===== src/rtl/cmd_sched.sv =====
// rtl/cmd_sched.sv - button/keyboard command scheduler with hold auto-repeat for the window controller.
module cmd_sched #(
  parameter int HOLD_DLY   = 25_000_000,
  parameter int REPEAT_PER = 5_000_000,
  parameter int CW         = 24
) (
  input  logic       clk,
  input  logic       rst,
  input  logic [5:0] btn_req,
  input  logic       kb_valid,
  input  logic [5:0] kb_cmd,
  input  logic       mode_tgl,
  input  logic       run,
  output logic [6:0] win_ctrl_cmd,
  output logic       busy
);

  localparam int M_UP    = 0;
  localparam int M_DOWN  = 1;
  localparam int M_LEFT  = 2;
  localparam int M_RIGHT = 3;
  localparam int Z_IN    = 4;
  localparam int Z_OUT   = 5;
  localparam int M_MODE  = 6;

  typedef enum logic [1:0] {IDLE, FIRST, HOLD, REPEAT} state_t;

  state_t          state_q, state_d;
  logic [CW-1:0]   cnt_q, cnt_d;
  logic [2:0]      sel_q, sel_d;
  logic            slot_vld_q, slot_vld_d;
  logic [2:0]      slot_q, slot_d;
  logic [5:0]      pulse_q, pulse_d;
  logic            mode_q, mode_d;
  logic            emit;
  logic [2:0]      emit_idx;

  function automatic logic [2:0] low_idx(input logic [5:0] v);
    logic [2:0] idx;
    idx = '0;
    for (int i = 5; i >= 0; i--) begin
      if (v[i]) idx = 3'(i);
    end
    return idx;
  endfunction

  always_comb begin
    state_d    = state_q;
    cnt_d      = cnt_q;
    sel_d      = sel_q;
    slot_vld_d = slot_vld_q;
    slot_d     = slot_q;
    pulse_d    = '0;
    emit       = 1'b0;
    emit_idx   = sel_q;
    mode_d     = mode_q ^ mode_tgl;

    case (state_q)
      IDLE: begin
        if (|btn_req) begin
          state_d = FIRST;
          sel_d   = low_idx(btn_req);
        end else if (slot_vld_q) begin
          emit       = 1'b1;
          emit_idx   = slot_q;
          slot_vld_d = 1'b0;
        end
      end
      FIRST: begin
        // Loading the full delay puts the first repeat HOLD_DLY+1 cycles after the first pulse.
        emit    = 1'b1;
        cnt_d   = CW'(HOLD_DLY);
        state_d = HOLD;
      end
      HOLD, REPEAT: begin
        if (!btn_req[sel_q]) begin
          state_d = IDLE;
          cnt_d   = '0;
          sel_d   = '0;
        end else if (cnt_q == '0) begin
          emit    = 1'b1;
          cnt_d   = CW'(REPEAT_PER - 1);
          state_d = REPEAT;
        end else begin
          cnt_d = cnt_q - CW'(1);
        end
      end
      default: state_d = IDLE;
    endcase

    // A slot being served this cycle is already free for an incoming command.
    if (kb_valid && (|kb_cmd) && !slot_vld_d) begin
      slot_vld_d = 1'b1;
      slot_d     = low_idx(kb_cmd);
    end

    if (emit) pulse_d[emit_idx] = 1'b1;
    if (run && !mode_q) pulse_d[M_RIGHT:M_UP] = '0;
  end

  always_ff @(posedge clk or negedge rst) begin
    if (!rst) begin
      state_q    <= IDLE;
      cnt_q      <= '0;
      sel_q      <= '0;
      slot_vld_q <= 1'b0;
      slot_q     <= '0;
      pulse_q    <= '0;
      mode_q     <= 1'b0;
    end else begin
      state_q    <= state_d;
      cnt_q      <= cnt_d;
      sel_q      <= sel_d;
      slot_vld_q <= slot_vld_d;
      slot_q     <= slot_d;
      pulse_q    <= pulse_d;
      mode_q     <= mode_d;
    end
  end

  assign win_ctrl_cmd = {mode_q, pulse_q[Z_OUT:M_UP]};
  assign busy         = (state_q != IDLE) || slot_vld_q;

  logic unused_idx;
  assign unused_idx = (M_DOWN == M_LEFT) || (Z_IN == M_MODE);

endmodule

===== config.mk =====
export PLATFORM = sky130hd
export DESIGN_NAME = cmd_sched
export DESIGN_NICKNAME = d
export VERILOG_FILES = /design/src/rtl/cmd_sched.sv
export SDC_FILE = /design/constraint.sdc
export NUM_CORES = 1
export LEC_CHECK = 0
export CORE_ASPECT_RATIO = 0.7
export CORE_MARGIN = 2
export CORE_UTILIZATION = 56
export DETAILED_ROUTE_END_ITERATION = 12
export GPL_TIMING_DRIVEN = 0
export PLACE_DENSITY = 0.8
export SLEW_MARGIN = 5
export SYNTH_ARGS = -nofsm -noshare
export SYNTH_HDL_FRONTEND = slang
export SYNTH_SLANG_ARGS = --single-unit

===== constraint.sdc =====
create_clock -name clk -period 2.5 [get_ports clk]
set_clock_uncertainty 0.15 [all_clocks]
set_input_delay 0.5 -clock clk [delete_from_list [all_inputs] [get_ports clk]]
set_output_delay 0.5 -clock clk [all_outputs]
set_load 0.005 [all_outputs]

== After elaboration in Yosys (flattened, before gate mapping) ==
Index checks and enable logic that the tools add are counted.

* Equality and inequality tests: 6
* Add/sub/neg operators: 1
* Order comparisons: 3
* Multiplexer cells: 39
* Bitwise operators: 1
* Reduce and logical (&&, ||, !) cells: 17

{| class="wikitable"
|+ Operator list
! operator !! number
|-
| two-way mux 3 bit || 17
|-
| two-way mux 24 bit || 2
|-
| case mux 24 bit (2 select lines) || 1
|-
| zero test 24 bit || 1
|-
| subtractor 24 x 1 -> 24 bit (second input constant) || 1
|-
| OR reduction 6 bit || 2
|-
| two-way mux 1 bit || 9
|-
| < comparator 3 x 4 -> 1 bit (second input constant) || 2
|-
| two-way mux 2 bit || 3
|-
| two-way mux 6 bit || 1
|-
| case mux 2 bit (3 select lines) || 1
|-
| case mux 3 bit (2 select lines) || 1
|-
| nonzero test 2 bit || 3
|-
| == test 2 bit (second input constant) || 2
|-
| logical AND 1 bit || 4
|-
| two-way mux 4 bit || 1
|-
| != test 2 bit (second input constant) || 2
|-
| binary-select mux 1 bit (select 3 bit) || 1
|-
| demux 1 bit (select 3 bit) || 1
|-
| >= comparator 3 x 1 -> 1 bit (second input constant) || 1
|-
| != test 3 bit (second input constant) || 1
|-
| case mux 1 bit (3 select lines) || 1
|-
| AND reduction 3 bit || 1
|-
| == test 2 x 1 -> 1 bit (second input constant) || 1
|-
| other kinds (6) || 7
|}

* Register bits after elaboration: 40
* Output and inout bits: 8
* Input port bits: 17
* Logic and storage cells: 74

== Depth between registers and ports, before layout ==
* Word-level depth: 9
* Gate-level depth with buffers: 7
* Mapped depth without buffers: 7

== Worst setup path before layout ==
OpenSTA, ideal clock, no wires.

* Path kind: register to register
* Start point: register cnt_q[0]
* End point: register cnt_q[16]
* Slack: 0.314 ns
* Data required time: 2.212 ns
* Period minus slack after synthesis: 2.186 ns
* Library setup time: 0.138 ns
* Arrival: 1.898 ns
* Stages on the path, launching flop included: 8
* Path buffers: 0
* Cell sequence: dfrtp_1 inv_1 ha_1 nor3b_1 nand4_1 nor3_1 mux2i_1 o22ai_1

* Longest elaborated chain between the ends: 4
* Elaborated cells between the ends (all ways): 5
* Those cells by class: add/sub (1); mux (3); reduce/logical (1)

{| class="wikitable"
|+ RTL lines
! element !! line !! source
|-
| start, declared || 29 || <nowiki>logic [CW-1:0] cnt_q, cnt_d;</nowiki>
|-
| start signal, assigned || 112 || <nowiki>cnt_q <= cnt_d;</nowiki>
|-
| subtractor 24 x 1 -> 24 bit / zero test 24 bit (equally long branches) || 85, 80 ||
|-
| two-way mux 24 bit * || 80 || <nowiki>end else if (cnt_q == '0) begin</nowiki>
|-
| two-way mux 24 bit * || 76 || <nowiki>if (!btn_req[sel_q]) begin</nowiki>
|-
| case mux 24 bit (2 select lines) * || 58 || <nowiki>case (state_q)</nowiki>
|}

Every way passes the cells marked *; elsewhere a longest branch is shown, timed or not.
A chain may end at the register's enable or synchronous reset.

== Worst setup path after layout ==
* Start point: register state_q[1]
* End point: output port busy

* Longest elaborated chain between the ends: 2

{| class="wikitable"
|+ RTL lines
! element !! line !! source
|-
| start, declared || 28 || <nowiki>state_t state_q, state_d;</nowiki>
|-
| start signal, assigned || 111 || <nowiki>state_q <= state_d;</nowiki>
|-
| nonzero test 2 bit || 122 || <nowiki>assign busy = (state_q != IDLE) || slot_vld_q;</nowiki>
|-
| logical OR 1 bit || 122 ||
|-
| end, declared || 15 || <nowiki>output logic busy</nowiki>
|}

Every way passes these cells.

==> flow_metrics.tcl <==
set metrics [dict create \
    finalHoldViolCount 0 \
    netlist_instances 239 \
    final_nets 290 \
    initial_utilization_pct 57.2 \
    critPathArrivalTime_ns 1.77 \
    worstSetupPathType "reg2out" \
    max_freq_ghz 0.413 \
    final_antenna_net_count 0 \
    core_area_um2 3850 \
    whs_ns 0.334 \
    synth_seq_cells 40 \
    required_ns 1.85 \
    cp_slowest_stage_delay_ns 0.45 \
    grtUsageTotal_pct 25.1 \
    finalWirelength_um 5040 \
    cts.sinks 40 \
    syn_nets 257 \
    peakVddDrop_uv 628 \
    drc 0 \
    synth_area_um2 2200 \
    ys_warn_count 0 \
    cap_violations 0 \
    rsz0062_at_grt "true" \
    period_needed_ns 2.42 \
    setup_violations 0 \
    viasPerCell 5.86 \
    ys_types 48 \
    cts_tree "built" \
    slew_viol_final 0 \
    hold_class "reg2reg" \
    die-width_um 79.0 \
    cts_root_buffer "clkbuf_8" \
    synth-main-ff-cell "dfrtp_1" \
    drt-wirelength-per-cell_um 15.5 \
    maxSlewHeadroom_pct 65.9 \
    start_kind "flip-flop" \
    area_growth_pct 21.6 \
    antenna_found_initial 0 \
    p_leak_nw 1.10 \
    hpwl_um 3580 \
    placed_cell_area_um2 2520 \
    antenna_cells 0 \
    place_congestion 0.835 \
    status "completed" \
    critPathBufInv 2 \
    synth_edf_count 0 \
    grt_pass1_wl_um 8550 \
    htreeDepth 2 \
    async_reset_ff_share_pct 100 \
    ys_seq_area_share_pct 45.5 \
    layout_setup_ws_ns 0.0772 \
    drive_gt1_share_pct 12.1 \
    ios 25 \
    cts.path.max_buffers 2 \
    rows 19 \
    io_buffers 24 \
    path_clk_slew_ns 0.07 \
    grt_max_degree 31 \
    crit_path_end_kind "output pin" \
    clock_latency_ns 0.30 \
    dp_slack_ns -0.290 \
    critPathMaxFanout 10 \
    firstDrtPassIters 4 \
    drtIter0Drc 106 \
    num_vias 1903 \
    dieArea_um2 4460 \
    tightest_slew_ns 0.511 \
    power_density_nw_per_um2 1120 \
    cts_buffers 5 \
    stdcell_area_um2 2680 \
    crit_chain "clkbuf_1 > or3_1 > clkdlybuf4s50_1" \
    avgSynthCellArea_um2 9.21 \
    period_share_pct 96.9 \
    crit_family "buffers and inverters" \
    grt_pass1_vias 1780 \
    overflow 0 \
    die_h_um 56.5 \
    critPathSlowestCell "clkdlybuf4s50_1" \
]
report_power, final:
part	switching [mW]	total (mW)	leakage, nW	internal [mW]
Combinational	0.773	1.38	0.545	0.607
Clock	0.219	0.444	0.0455	0.225
Sequential	0.288	1.17	0.511	0.882
Total	1.28	2.99	1.10	1.71
per-layer routing:
| metal | vias to the layer above | wire [um] | global-route usage, % |
|---|---|---|---|
| met2 | 43 | 2170 | 35.2 |
| met4 | 0 | 87 | 10.1 |
| li1 | 940 | - | - |
| met5 | - | 0 | 0 |
| met3 | 7 | 219 | 5.31 |
| met1 | 913 | 2560 | 38.0 |
flip-flops by register name, summed over array words and instances, names as in the netlist:
| signal | flops |
|---|---|
| cnt_q | 24 |
| mode_q | 1 |
| pulse_q | 6 |
| sel_q | 3 |
| slot_q | 3 |
| slot_vld_q | 1 |
| state_q | 2 |
stage by stage:
step                      instances  setup TNS (ns)  total power [mW]  utilization (%)
after floorplan                 239               0              2.08                -
after global placement          315          -14.49              2.40             65.1
after detailed placement        316           -6.09              2.46             65.5
after CTS                       325               0              2.93             68.4
after global routing            325         -0.0182              3.24             69.6
final                           325               0              2.99             69.6
cell usage in the layout, fill, tap and decap left out, types with 6 or more instances in the layout:
cell	n
a21oi_1	7
clkbuf_8	6
clkdlybuf4s50_1	23
dfrtp_1	40
inv_1	9
nand2_1	18
nor2_1	27
nor3_1	11
o21ai_0	20
o22ai_1	12
xnor2_1	6
path summary, 6_finish.rpt:
path	start	end	slack, ns	depth (start not counted)
min reg2reg	slot_q[0]	pulse_q[4]	0.33	1
min	slot_q[0]	pulse_q[4]	0.33	1
max	state_q[1]	busy	0.08	3
min in group asynchronous	rst	slot_q[2]	0.46	2
max in group asynchronous	rst	cnt_q[10]	1.29	3
max reg2reg	cnt_q[14]	pulse_q[0]	0.13	6
synth_stat cells, drive strengths merged (4+ instances only):
library cell	count	share of area (%)
a21o	5	1.7
a21oi	8	1.8
a31oi	4	1.1
clkbuf	7	1.2
dfrtp	40	45
inv	9	1.5
nand2	19	3.2
nand2b	5	1.4
nor2	27	4.6
nor3	14	3.4
nor4	6	2.7
o21ai	20	4.5
o22ai	12	3.4
or3	5	1.5
or4	4	1.4
xnor2	6	2.4
xor2	5	2.0
cell type report:
cell class | instances | area [um2]
buffer | 8 | 38.8
clock buffer | 8 | 90.1
fill | 323 | 1170
inverter | 9 | 33.8
multi-input combinational | 181 | 1180
sequential | 40 | 1000
tap | 52 | 65.1
timing repair buffer | 27 | 273
logic make-up (layout without fill, tap and decap cells):
kind of cell,after synthesis,after routing,share of synthesized area (%)
buffers and inverters,18,52,3.35
adders and majority gates,1,1,0.568
DFF,40,40,45.5
and+or+nand+nor,100,100,24.2
xor gates and xnor gates,11,11,4.37
AOI/OAI and AO/OA,63,63,18.6
muxes,6,6,3.41
what timing repair did:
| item | 4_1_cts | 5_1_grt |
|---|---|---|
| pin swaps | 0 | 2 |
| setup endpoints to repair | 25 | 26 |
| buffers inserted | 0 | 1 |
| cloned | 0 | 0 |
| endpoints found under the hold margin | 10 | 0 |
| hold buffers | 1 | 0 |
| resized for setup | 3 | 10 |
worst register-to-register path, delay by kind of cell (launching register included):
kind | cells | cell delay [ns]
compound gates | 1 | 0.15
flops | 1 | 0.45
simple gates | 4 | 1.36
buf+inv | 1 | 0.17
(Power assumes the default switching activity.)
